**src/rtl/mul_seg_drv.sv**
```systemverilog
// mul_seg_drv: transmit-side a/b symbol driver for the three-state (s0/s1/s2)
// control FSM, with a shadow model of the receiver state and its outputs.
// Optional build macro MUL_SEG_DRV_ABORT_EN adds an 'abort' input that cuts
// an in-progress H_WAIT short and jumps straight to H_EXIT.
module mul_seg_drv #(
  parameter int unsigned LEN_W = 8
) (
  input  logic             clk,
  input  logic             rst,
  input  logic             cmd_valid,
  output logic             cmd_ready,
  input  logic             cmd_type,
  input  logic [LEN_W-1:0] cmd_len,
`ifdef MUL_SEG_DRV_ABORT_EN
  input  logic             abort,
`endif
  output logic             a,
  output logic             b,
  output logic             busy,
  output logic             done,
  output logic [1:0]       shadow_state,
  output logic             exp_y0,
  output logic             exp_y1
);

  typedef enum logic [2:0] {
    S_IDLE    = 3'd0,
    S_PULSE   = 3'd1,
    S_RECOVER = 3'd2,
    S_H_ENTER = 3'd3,
    S_H_WAIT  = 3'd4,
    S_H_EXIT  = 3'd5
  } drv_state_e;

  localparam logic [1:0] SH_S0 = 2'd0;
  localparam logic [1:0] SH_S1 = 2'd1;
  localparam logic [1:0] SH_S2 = 2'd2;

  drv_state_e       state_q, state_d;
  logic [LEN_W-1:0] cnt_q, cnt_d;
  logic [1:0]       shadow_q, shadow_d;
  logic             a_q, a_d;
  logic             b_q, b_d;
  logic             busy_q, busy_d;
  logic             done_q, done_d;
  logic             ready_q, ready_d;
  logic             y0_q, y0_d;
  logic             y1_q, y1_d;
  logic             abort_hit;

`ifdef MUL_SEG_DRV_ABORT_EN
  assign abort_hit = abort;
`else
  assign abort_hit = 1'b0;
`endif

  // State, counter, decoded outputs and shadow model registers
  always_ff @(posedge clk or posedge rst) begin
    if (rst) begin
      state_q  <= S_IDLE;
      cnt_q    <= '0;
      shadow_q <= SH_S0;
      a_q      <= 1'b0;
      b_q      <= 1'b0;
      busy_q   <= 1'b0;
      done_q   <= 1'b0;
      ready_q  <= 1'b1;
      y0_q     <= 1'b0;
      y1_q     <= 1'b1;
    end else begin
      state_q  <= state_d;
      cnt_q    <= cnt_d;
      shadow_q <= shadow_d;
      a_q      <= a_d;
      b_q      <= b_d;
      busy_q   <= busy_d;
      done_q   <= done_d;
      ready_q  <= ready_d;
      y0_q     <= y0_d;
      y1_q     <= y1_d;
    end
  end

  // Next-state logic; the counter holds the captured hold length
  always_comb begin
    state_d = state_q;
    cnt_d   = cnt_q;
    unique case (state_q)
      S_IDLE: begin
        if (cmd_valid) begin
          state_d = cmd_type ? S_H_ENTER : S_PULSE;
          cnt_d   = cmd_len;
        end
      end
      S_PULSE:   state_d = S_RECOVER;
      S_RECOVER: state_d = S_IDLE;
      S_H_ENTER: state_d = (cnt_q != '0) ? S_H_WAIT : S_H_EXIT;
      S_H_WAIT: begin
        cnt_d = cnt_q - LEN_W'(1);
        if ((cnt_q == LEN_W'(1)) || abort_hit) begin
          state_d = S_H_EXIT;
        end
      end
      S_H_EXIT:  state_d = S_IDLE;
      default:   state_d = S_IDLE;
    endcase
  end

  // Moore output decode of the upcoming driver state
  always_comb begin
    a_d     = 1'b0;
    b_d     = 1'b0;
    busy_d  = 1'b1;
    done_d  = 1'b0;
    ready_d = 1'b0;
    unique case (state_d)
      S_IDLE: begin
        busy_d  = 1'b0;
        ready_d = 1'b1;
      end
      S_PULSE: begin
        a_d = 1'b1;
        b_d = 1'b1;
      end
      S_RECOVER: done_d = 1'b1;
      S_H_ENTER: a_d = 1'b1;
      S_H_WAIT:  ;
      S_H_EXIT: begin
        a_d    = 1'b1;
        done_d = 1'b1;
      end
      default: begin
        busy_d  = 1'b0;
        ready_d = 1'b1;
      end
    endcase
  end

  // Receiver shadow: advances on the symbol currently on the wire
  always_comb begin
    shadow_d = SH_S0;
    unique case (shadow_q)
      SH_S0: begin
        if (a_q && b_q)  shadow_d = SH_S2;
        else if (a_q)    shadow_d = SH_S1;
        else             shadow_d = SH_S0;
      end
      SH_S1:   shadow_d = a_q ? SH_S0 : SH_S1;
      SH_S2:   shadow_d = SH_S0;
      default: shadow_d = SH_S0;
    endcase
    y0_d = (shadow_d == SH_S0) & a_d & b_d;
    y1_d = (shadow_d == SH_S0) | (shadow_d == SH_S1);
  end

  assign cmd_ready    = ready_q;
  assign a            = a_q;
  assign b            = b_q;
  assign busy         = busy_q;
  assign done         = done_q;
  assign shadow_state = shadow_q;
  assign exp_y0       = y0_q;
  assign exp_y1       = y1_q;

endmodule

```
**config.mk**
```make
export PLATFORM = sky130hd
export DESIGN_NAME = mul_seg_drv
export DESIGN_NICKNAME = d
export VERILOG_FILES = /design/src/rtl/mul_seg_drv.sv
export SDC_FILE = /design/constraint.sdc
export NUM_CORES = 1
export LEC_CHECK = 0
export ABC_AREA = 1
export CAP_MARGIN = 10
export CORE_MARGIN = 3
export CORE_UTILIZATION = 30
export DETAILED_ROUTE_END_ITERATION = 6
export PLACE_DENSITY = 0.59
export SLEW_MARGIN = 20
export SYNTH_ARGS = -nofsm -noshare
export SYNTH_HDL_FRONTEND = slang
export SYNTH_SLANG_ARGS = --single-unit
```
**constraint.sdc**
```tcl
create_clock -name clk -period 3.5 [get_ports clk]
set_input_delay 0.525 -clock clk [delete_from_list [all_inputs] [get_ports clk]]
set_output_delay 0.525 -clock clk [all_outputs]
set_load 0.02 [all_outputs]
```
Yosys cells after proc, flatten, opt, wreduce, memory -nomap -nowiden --
Index checks and enable logic that the tools add are counted. Widths: inputs -> output; s select.
Word-level totals: register bits after elaboration 20, output and inout port bits 9, logic and storage cells 52
Operators by class: add/sub/neg operators 1, equality and inequality tests 12, mux-type cells 16, bitwise logic cells 3, reduce and logical (&&, ||, !) cells 10
Operator list (number):
- $pmux 8 s2 | 1
- $pmux 3 s4 | 1
- $eq 3x2->1 const B | 3
- $eq 3x3->1 const B | 3
- $eq 8x1->1 const B | 1
- $mux 1 | 8
- $mux 8 | 1
- $reduce_bool 8->1 | 1
- $sub 8x1->8 const B | 1
- $eq 3x1->1 const B | 2
- $mux 3 | 2
- $reduce_or 5->1 | 1
- $eq 2x1->1 const B | 2
- $logic_not 2->1 | 2
- $mux 2 | 2
- $pmux 2 s2 | 1
- $logic_not 3->1 | 1
- $reduce_or 3->1 | 1
- $and 1x1->1 | 2
- $ne 2x2->1 const B | 1
- $reduce_and 2->1 | 1
- $reduce_bool 2->1 | 1
- $reduce_or 2->1 | 1
- $logic_and 1x1->1 | 1
- $or 1x1->1 | 1

Longest topological paths before layout --
depth in word-level cells 8, mapped depth 8, mapped depth without buffers 7

Worst setup path before layout --
No wires, ideal clock.
path kind flip-flop to flip-flop, start point register cnt_q[0], end point register cnt_q[6], library setup time 0.120 ns, data arrival time 1.025 ns, required time 3.380 ns, setup slack 2.355 ns, cell stages (with the launch flop) 8, buffers on the path 0, cells stage by stage dfrtp_1 > inv_1 > ha_1 > nand3_1 > nand2_1 > nand2_1 > o21ai_1 > nand2_1
On the way: longest elaborated chain between the ends 2
RTL lines:
- start: declaration | line 40 | logic [LEN_W-1:0] cnt_q, cnt_d;
- start signal: assignment | line 72 | cnt_q <= cnt_d;
- $sub 8x1->8 | line 99 | cnt_d = cnt_q - LEN_W'(1);
- $pmux 8 s2 | line 88 | unique case (state_q)
No other way between the ends. A chain may end at the register's enable or synchronous reset.

Worst setup path after layout --
start point register ready_q, in the netlist cmd_ready, end point output cmd_ready
RTL lines:
- start: declaration | line 46 | logic ready_q, ready_d;
- start signal: assignment | line 78 | ready_q <= ready_d;
- end: declaration | line 11 | output logic cmd_ready,
No word-level cell between the ends.

==> run_results.csv <==
group,metric,value,unit
clock_network,cts-root-buf,"clkbuf_4",
worst_setup_path,critPathKind,"reg -> out",
timing,fin_crit_sh,55.97,%
clock_network,clk_pin_slew,0.12,ns
floorplan,floorplan.initialDensity,32.72,%
clock_network,cts-hold-fix-buffers,0,
synth,syn-instance-count,127,
floorplan,chipWidth,64.87,µm
layout,syn2layout_area_growth,27.08,%
flow_run,cap_viol_max_count,0,
clock_network,clk_path_buf_depth,2,
worst_setup_path,cp_cell_sequence,"clkdlybuf4s50_1",
worst_setup_path,r2r_setup_slack,2.16,ns
routing,initialDrtViolationCount,19,
worst_setup_path,cp-end-kind,"primary output",
worst_setup_path,critPathMaxFanout,1,
synth,synth_top_family_by_area,"simple AND/OR/NAND/NOR gates",
layout,fillers,328,
floorplan,ios,21,
placed_design,dp.cells,189,
timing,rsz0062_at_grt,"no",
floorplan,core_area,3178,µm²
worst_setup_path,rr_worst_depth,7,
floorplan,rows,20,
synth,syn_avg_cell_area,8.187,µm²
timing,period_needed,1.959,ns
synth,synth-warning-count,0,
timing,setup_tns,0,ns
global_route,grt_pass1_wl,3.726,mm
global_route,grt_pass1_vias,836,
worst_setup_path,path_delay_family,"buffers and inverters",
layout,drive_gt1_share,8.054,%
timing,drv_slew,0,
synth,syn-cell-area,1040,µm²
global_route,grt_overflow,0,
synth,synthAdderAreaFrac,3.610,%
synth,yosys_register_bits,20,
power_and_ir_drop,vdd_ir_drop_max,0.2668,mV
synth,synth_seq_area_share,48.38,%
routing,vias,867,
routing,ant_nets,0,
layout,final_cell_count_no_fill,193,
timing,slew_headroom,48.06,%
hold_path,min_from,"b$_DFF_PP0_",
clock_network,post_cts_resized,0,
floorplan,die_area,4208,µm²
timing,finClkSkew,0.005490,ns
synth,synth_xor_area_share,1.685,%
clock_network,post_cts_buffers,0,
timing,worst_pin_slew,0.7783,ns
worst_setup_path,timing.rr.start,"cnt_q[0]$_DFFE_PP0P_",
placed_design,gp_congestion,0.7484,
synth,synth_nets,142,
routing,dr.pass1.iters,4,
hold_path,min_to,"shadow_state[0]$_DFF_PP0_",
worst_setup_path,cpMaxStageDelayCell,"clkdlybuf4s50_1",
routing,viasPerCell,4.492,
routing,wl_per_cell,11.33,µm
synth,yosys.area_share.simple,26.59,%
timing,setup_violations,0,
layout,nNetsFinal,165,
global_route,grt_usage,11.51,%
hold_path,hp-class,"reg -> reg",
placed_design,numPortBuffers,20,
worst_setup_path,path_buf_inv,1,
run_status,status,"finished clean",
worst_setup_path,cp-start-kind,"flop",
timing,finalHoldViolCount,0,
clock_network,numCtsBuffers,3,
worst_setup_path,r2r-end,"cnt_q[6]$_DFFE_PP0P_",
worst_setup_path,worstPathRequired,2.97,ns
layout,antenna_cells,0,
routing,drc,0,
synth,synth.distinct_cells,25,
clock_network,clock_latency,0.31,ns
placed_design,dp_hpwl,1.709,mm
floorplan,die_height,64.87,µm
routing,routed_wl,2.187,mm
power_and_ir_drop,p_per_area,851.8,nW/µm²
timing,fmax,0.5105,GHz
clock_network,cts.sinks,20,
power_and_ir_drop,leakage,0.6651,nW
worst_setup_path,cp.arrival,1.43,ns
clock_network,cts_tree,"done",
worst_setup_path,cpPeakStageDelay,0.59,ns
hold_path,min_path_cells,1,
global_route,grt_max_degree,21,
clock_network,cts-htree-levels,1,
synth,synthMuxAreaShare,0,%
global_route,antenna_found_initial,0,
synth,synth-compound-area-share,8.664,%
synthesized netlist by cell type (all sizes together):
master   n  area share, %
a211oi   1           0.72
a21oi    2            1.3
a22oi    1           0.72
buf      2            2.5
dfrtp   18             43
dfstp    2            5.1
ha       3            3.6
inv     23            8.5
nand2   28             11
nand3   13            6.7
nand4    2            1.2
nor2    17            6.9
nor3     2           0.96
o211ai   1           0.72
o21ai   10            5.2
xnor2    1           0.84
xor2     1           0.84
layer usage:
metal / global-route usage, % / routed length (µm) / up-vias
met5: 0 / 0 / -
met4: 6.332 / 15 / 0
met3: 1.213 / 59 / 2
met1: 14.90 / 991 / 410
li1: - / - / 440
met2: 18.65 / 1121 / 15
worst max-delay path by stage:
stage	from	end	slack, ns	cells after the start
CTS	cmd_ready$_DFF_PP1_	cmd_ready	1.52	1
floorplan	cnt_q[0]$_DFFE_PP0P_	cnt_q[6]$_DFFE_PP0P_	2.35	7
global route	cmd_ready$_DFF_PP1_	cmd_ready	1.50	1
finish	cmd_ready$_DFF_PP1_	cmd_ready	1.54	1
global placement	cmd_valid	cnt_q[3]$_DFFE_PP0P_	1.72	4
detailed placement	cmd_valid	cnt_q[3]$_DFFE_PP0P_	1.68	4
state kept, by name, summed over array words and instances, names as in the netlist:
signal and count:
a 1, b 1, busy 1, cmd_ready 1
cnt_q 8, done 1, exp_y0 1, exp_y1 1
shadow_state 2, state_q 3
cells in the final DEF (no fill, tap or decap):
| cell | count |
|---|---|
| xor2_1 | 1 |
| xnor2_1 | 1 |
| a22oi_1 | 1 |
| nand2_4 | 1 |
| ha_1 | 3 |
| dfstp_2 | 2 |
| o211ai_1 | 1 |
| clkdlybuf4s50_1 | 20 |
| clkbuf_4 | 3 |
| nand3_2 | 1 |
| nand3_1 | 12 |
| dfrtp_1 | 18 |
| o21ai_1 | 5 |
| a21oi_1 | 1 |
| o21ai_2 | 1 |
| nor3_1 | 2 |
| nand4_1 | 2 |
| inv_4 | 1 |
| nor2_1 | 16 |
| nand2_1 | 27 |
| o21ai_0 | 4 |
| nor2_4 | 1 |
| a21oi_2 | 1 |
| bufinv_16 | 1 |
| inv_1 | 22 |
| a211oi_1 | 1 |
metrics by stage:
stage | hold WS (ns) | util (%) | setup slack [ns] | power (mW) | cell area [µm²]
after floorplan | 0.4860 | - | 2.355 | 0.7794 | 1040
after global placement | 0.4649 | 39.92 | 1.724 | 0.9192 | 1269
after detailed placement | 0.4849 | 39.92 | 1.676 | 0.9415 | 1269
after CTS | 0.5068 | 41.57 | 1.519 | 1.138 | 1321
after global routing | 0.5408 | 41.57 | 1.496 | 1.220 | 1321
final | 0.5062 | 41.57 | 1.541 | 1.126 | 1321
cell type report:
class	count	area, µm²	share of cell area (%)
clock inverters	1	30.03	2.273
repair buffers	20	200.2	15.15
inverters	23	88.84	6.723
clock buffers	3	22.52	1.705
flip-flops and latches	20	503.0	38.07
well taps	44	55.05	4.167
multi-input cells	82	421.7	31.91
kinds of logic after synthesis:
group / Yosys count
xor+xnor: 2
compound gates: 15
fa+ha+maj: 3
flops: 20
buf+inv: 25
simple gates: 62
power by group:
| part | total [mW] | internal (mW) | switching, mW | leakage [nW] |
|---|---|---|---|---|
| combinational | 0.514 | 0.210 | 0.304 | 0.388 |
| sequential | 0.418 | 0.335 | 0.0827 | 0.249 |
| clock | 0.193 | 0.116 | 0.0774 | 0.0279 |
(Power assumes the default switching activity.)
